### config.mk
export PLATFORM = sky130hd
export DESIGN_NAME = instr_fetch_unit_flat
export DESIGN_NICKNAME = d
export VERILOG_FILES = /design/src/rtl/mypack.sv /design/src/rtl/instr_fetch_unit_if.sv /design/src/rtl/instr_fetch_unit.sv /design/src/flat_wrapper.sv
export SDC_FILE = /design/constraint.sdc
export NUM_CORES = 1
export LEC_CHECK = 0
export BUFFER_PORTS_ARGS = -buffer_cell sky130_fd_sc_hd__buf_2
export CAP_MARGIN = 15
export CORE_MARGIN = 1.5
export CORE_UTILIZATION = 30
export DETAILED_ROUTE_END_ITERATION = 16
export PLACE_DENSITY = 0.6
export SLEW_MARGIN = 25
export SYNTH_ARGS = -nofsm -noshare
export SYNTH_HDL_FRONTEND = slang
export SYNTH_SLANG_ARGS = --single-unit
### constraint.sdc
create_clock -name clk -period 2.03 [get_ports clk]
set_clock_uncertainty 0.15 [all_clocks]
set_input_delay 0.203 -clock clk [delete_from_list [all_inputs] [get_ports clk]]
set_output_delay 0.203 -clock clk [all_outputs]
set_load 0.03 [all_outputs]
### src/rtl/mypack.sv
// Shared definitions for the fetch stage: FSM state encoding and the reset NOP word.
package mypack;
    typedef enum logic [1:0] {FS_REQ, FS_WAIT, FS_VALID} fState;
    localparam logic [31:0] RV_NOP = 32'h0000_0013;
endpackage

### src/rtl/instr_fetch_unit_if.sv
// Fetch-stage bus bundle: instruction RAM port, instruction handshake and redirect.
interface instr_fetch_unit_if;
    logic [31:0] mem_addr;
    logic        mem_re;
    logic [31:0] mem_rdata;
    logic [31:0] instr;
    logic [31:0] instr_pc;
    logic        instr_valid;
    logic        instr_ready;
    logic        redirect;
    logic [31:0] redirect_pc;

    // master is the fetch unit, slave is the RAM/control-unit side
    modport master (
        output mem_addr, mem_re, instr, instr_pc, instr_valid,
        input  mem_rdata, instr_ready, redirect, redirect_pc
    );
    modport slave (
        input  mem_addr, mem_re, instr, instr_pc, instr_valid,
        output mem_rdata, instr_ready, redirect, redirect_pc
    );
endinterface

### src/rtl/instr_fetch_unit.sv
// Multi-cycle instruction fetch: owns the PC, reads the synchronous instruction RAM,
// and hands the captured word to the control unit over a valid/ready handshake.
module instr_fetch_unit
    import mypack::*;
#(
    parameter logic [31:0] RESET_PC    = 32'h0000_0000,
    parameter int          RAM_LATENCY = 2
) (
    input  logic          clk,
    input  logic          rst_n,
    instr_fetch_unit_if.master bus
);

    localparam logic [2:0] WAIT_INIT = 3'(RAM_LATENCY - 1);

    fState       state;
    logic [31:0] pc;
    logic [2:0]  wait_cnt;
    logic [31:0] instr_q;
    logic [31:0] instr_pc_q;
    logic        instr_valid_q;

    always_ff @(posedge clk or negedge rst_n) begin
        if (!rst_n) begin
            state         <= FS_REQ;
            pc            <= RESET_PC;
            wait_cnt      <= 3'd0;
            instr_q       <= RV_NOP;
            instr_pc_q    <= RESET_PC;
            instr_valid_q <= 1'b0;
        end else if (bus.redirect) begin
            // redirect wins everywhere, including a same-cycle handshake
            pc            <= {bus.redirect_pc[31:2], 2'b00};
            state         <= FS_REQ;
            wait_cnt      <= 3'd0;
            instr_valid_q <= 1'b0;
        end else begin
            case (state)
                FS_REQ: begin
                    wait_cnt <= WAIT_INIT;
                    state    <= FS_WAIT;
                end
                FS_WAIT: begin
                    if (wait_cnt == 3'd0) begin
                        instr_q       <= bus.mem_rdata;
                        instr_pc_q    <= pc;
                        instr_valid_q <= 1'b1;
                        state         <= FS_VALID;
                    end else begin
                        wait_cnt <= wait_cnt - 3'd1;
                    end
                end
                FS_VALID: begin
                    if (bus.instr_ready) begin
                        pc            <= pc + 32'd4;
                        instr_valid_q <= 1'b0;
                        state         <= FS_REQ;
                    end
                end
                default: state <= FS_REQ;
            endcase
        end
    end

    // The read address is simply the PC; mem_re is gated by rst_n so it drops with the async reset.
    assign bus.mem_addr    = pc;
    assign bus.mem_re      = rst_n && (state != FS_VALID);
    assign bus.instr       = instr_q;
    assign bus.instr_pc    = instr_pc_q;
    assign bus.instr_valid = instr_valid_q;

endmodule

### src/flat_wrapper.sv
// flat-port wrapper written by rule: the top's interface ports become plain ports
module instr_fetch_unit_flat import mypack::*;
#(
    parameter logic [31:0] RESET_PC    = 32'h0000_0000,
    parameter int          RAM_LATENCY = 2
)
  (clk, rst_n, bus_mem_addr, bus_mem_re, bus_instr, bus_instr_pc, bus_instr_valid, bus_mem_rdata, bus_instr_ready, bus_redirect, bus_redirect_pc);
  instr_fetch_unit_if bus_i ();
  input  logic clk;
  input  logic rst_n;
  output wire logic [$bits(bus_i.mem_addr)-1:0] bus_mem_addr;
  output wire logic [$bits(bus_i.mem_re)-1:0] bus_mem_re;
  output wire logic [$bits(bus_i.instr)-1:0] bus_instr;
  output wire logic [$bits(bus_i.instr_pc)-1:0] bus_instr_pc;
  output wire logic [$bits(bus_i.instr_valid)-1:0] bus_instr_valid;
  input wire logic [$bits(bus_i.mem_rdata)-1:0] bus_mem_rdata;
  input wire logic [$bits(bus_i.instr_ready)-1:0] bus_instr_ready;
  input wire logic [$bits(bus_i.redirect)-1:0] bus_redirect;
  input wire logic [$bits(bus_i.redirect_pc)-1:0] bus_redirect_pc;
  assign bus_mem_addr = bus_i.mem_addr;
  assign bus_mem_re = bus_i.mem_re;
  assign bus_instr = bus_i.instr;
  assign bus_instr_pc = bus_i.instr_pc;
  assign bus_instr_valid = bus_i.instr_valid;
  assign bus_i.mem_rdata = bus_mem_rdata;
  assign bus_i.instr_ready = bus_instr_ready;
  assign bus_i.redirect = bus_redirect;
  assign bus_i.redirect_pc = bus_redirect_pc;
  instr_fetch_unit #(.RESET_PC(RESET_PC), .RAM_LATENCY(RAM_LATENCY)) u_core (.clk(clk), .rst_n(rst_n), .bus(bus_i));
endmodule
==> results.toml <==
[synth]
syn_area_sq_um = 4410
ys_seq_area_share_pct = 55.8
syn_avg_cell_area_sq_um = 11.7
ys_warn_count = 0
yosys_most_used_dff = "dfrtp_1"
ys_async_sr_fraction_pct = 100
synth_edf_count = 0
ys_ff_latch = 98
yosysUniqueCellTypes = 42
syn_inst = 378

[clock_tree]
cts_buffer_depth = 2
tritoncts = "yes"
clock-sinks = 98
cts.clk_slew.worst_paths_ns = 0.07
clk_root_buffer_cell = "clkbuf_16"
cts_buffers = 9
worstSkewPairLatency_ns = 0.35
cts-htree-levels = 3

[worst_setup_path]
timing.rr.start = "u_core.wait_cnt[1]"
path_max_fanout = 10
worstPathRequired_ns = 2.11
end_kind = "flop"
reg2regPathDepth = 8
reg2reg_slack_ns = -0.03
critPathKind = "reg -> reg"
rr_endpoint = "u_core.bus.instr_pc[12]"
cp.arrival_ns = 2.15
start_kind = "flop"

[floorplanning]
die_h_microns = 124
start_util_pct = 30.5
num_rows = 44
io_pins = 166
core-area_sq_um = 14400
die_w_microns = 124
dieArea_sq_um = 15400

[placement]
gp_congestion = 0.791
io_buffers = 159
dp_hpwl_microns = 8340

[hold_path]
min-delay-path-class = "in -> reg"
min_from = "bus_redirect_pc[29]"
worstHoldPathCells = 3
holdPathEnd = "u_core.bus.mem_addr[29]"

[status]
violations = "setup timing"
status = "complete, but fails checks"

[detailed_routing]
wirelength_microns = 14100
drt_iter0_markers = 161
vias = 3989
vias_per_cell = 4.78
drtPass1Iterations = 4
detail-route-antenna-nets = 0
drc = 0
wl_per_cell_microns = 16.9

[global_route]
global_route.overflow_total = 0
grt_pass1_wl_microns = 18600
grt_pass1_vias = 3811
grt_max_degree = 99
grt_util_all_layers_pct = 15.8
antenna_found_initial = 0

[layout]
utilization_pct = 50.1
diodes = 0
drive_above_1_share_pct = 49.9
syn2layout_area_growth_pct = 64.0
fill_cells = 1307
fin_nets = 717

[sta]
worst_pin_slew_ns = 0.596
rsz0062_at_grt = "yes"
fin_crit_sh_pct = 102
setup_viol = 11
drv_slew = 0
timing.final.hold_violations = 0
setup_ws_ns = -0.0313
finalCriticalPeriod_ns = 2.06
max_clock_freq_mhz = 485
maxSlewHeadroom_pct = 60.3

[power_and_ir_drop]
total_power_mw = 9.23
power_density_nw_per_um2 = 1280
p_leak_nw = 3.32
ir_drop_v = 0.000581

[flow_run]
drv_cap = 0
==> area by class of cell <==
class | count | area (sq um) | share of cell area (%)
clock buffer | 12 | 256 | 3.55
multi-input combinational | 248 | 2090 | 28.9
tap | 184 | 230 | 3.19
inverter | 11 | 41.3 | 0.572
timing repair buffer | 278 | 2080 | 28.8
clock inverter | 4 | 50.0 | 0.693
sequential | 98 | 2470 | 34.3
==> repair_timing <==
item / CTS / global route
resized for setup: 3 / 80
buffers inserted: 0 / 6
hold endpoints to repair: 155 / 0
endpoints found under the setup margin: 16 / 60
cloned: 1 / 10
pin swaps: 0 / 9
hold buffers: 61 / 0
==> critical path: stages, from the launching register on <==
cell	delay, ns
dfrtp_1	0.39
inv_2	0.08
ha_4	0.14
ha_4	0.12
nand3b_1	0.13
nor2_4	0.22
buf_12	0.18
clkbuf_16	0.19
mux2_2	0.34
==> cells by family (layout without fill, tap and decap cells) <==
kind of cell	Yosys count	in the layout	synth area share (%)
multiplexers	63	63	16.1
buffers and inverters	35	305	3.55
XOR/XNOR	11	11	2.19
AND/OR/NAND/NOR	113	113	13.9
flip-flops	98	98	55.8
other	1	4	0.0851
adder cells (fa/ha/maj)	3	3	0.852
AO/OA/AOI/OAI	54	54	7.64
==> cells in the mapped netlist (2+ instances only) <==
master | number | area, sq um
nand3b_1 | 2 | 15.0
nand3_1 | 14 | 70.1
a31oi_1 | 15 | 93.8
buf_4 | 4 | 30.0
nor2_1 | 25 | 93.8
xnor2_1 | 8 | 70.1
or3_1 | 4 | 25.0
nor3_1 | 3 | 15.0
nand4_1 | 7 | 43.8
dfrtp_1 | 95 | 2380
clkbuf_1 | 16 | 60.1
o21ai_0 | 16 | 80.1
ha_1 | 3 | 37.5
dfstp_2 | 3 | 78.8
o31a_1 | 2 | 17.5
nor4_1 | 5 | 31.3
inv_1 | 11 | 41.3
a21oi_1 | 6 | 30.0
and3_1 | 2 | 12.5
or4_1 | 14 | 105
and2_1 | 2 | 12.5
xor2_1 | 3 | 26.3
nand2_1 | 24 | 90.1
o31ai_1 | 12 | 90.1
or3b_2 | 2 | 17.5
mux2_2 | 62 | 698
and4_1 | 3 | 26.3
==> stage by stage <==
step	setup slack, ns	instance area, sq um	hold WS [ns]	TNS (ns)	cells
floorplan	-0.0673	4460	-0.243	-0.374	381
CTS	-0.0296	6640	0.0193	-0.0732	819
detailed placement	-0.0309	5710	0.194	-0.0992	741
global route	-0.107	7220	0.0443	-2.74	835
finish	-0.0313	7220	0.0310	-0.118	835
global placement	-0.00704	5710	0.191	-0.0101	741
==> layer usage <==
metal	vias up	routed length, microns	track usage [%]
met2	125	6830	26.3
met4	0	172	4.90
li1	1896	-	-
met3	14	798	4.67
met5	-	0	0
met1	1954	6280	19.9
==> cells in the final DEF (no fill, tap or decap), types with 3 or more instances in the layout <==
cell type,count
a21oi_1,6
a31oi_1,15
and4_1,3
buf_12,4
buf_2,159
buf_4,40
buf_6,3
clkbuf_16,16
conb_1,4
dfrtp_1,80
dfrtp_2,15
dfstp_2,3
dlygate4sd3_1,61
inv_1,9
mux2_4,60
nand2_1,23
nand3_1,12
nand4_1,7
nor2_1,24
nor3_1,3
nor4_1,5
o21ai_0,16
o31ai_1,12
or3_1,4
or4_1,12
xnor2_1,8
xor2_1,3
==> registers in the layout, summed over array words and instances (netlist names) <==
signal and count:
u_core.state 2, u_core.bus.instr_valid 1, u_core.bus.mem_addr 30, u_core.bus.instr_pc 30
u_core.wait_cnt 3, u_core.bus.instr 32
==> power breakdown <==
part / internal, mW / total (mW) / switching [mW]
logic: 1.95 / 4.38 / 2.43
registers: 2.69 / 3.09 / 0.405
clock network: 1.02 / 1.76 / 0.738
==> worst max-delay path by stage <==
stage | cells past startpoint | slack, ns | end | from
2_1_floorplan | 6 | -0.07 | u_core.bus.mem_addr[26] | u_core.bus.mem_addr[5]
5_1_grt | 8 | -0.11 | u_core.bus.instr_pc[12] | u_core.wait_cnt[1]
3_5_place_dp | 5 | -0.03 | u_core.bus.mem_addr[19] | u_core.bus.mem_addr[14]
3_3_place_gp | 5 | -0.007 | u_core.bus.mem_addr[19] | u_core.bus.mem_addr[14]
6_report | 8 | -0.03 | u_core.bus.instr_pc[12] | u_core.wait_cnt[1]
4_1_cts | 4 | -0.03 | u_core.bus.mem_addr[25] | u_core.bus.mem_addr[19]
Note: power is estimated with default switching activity, not from simulation.
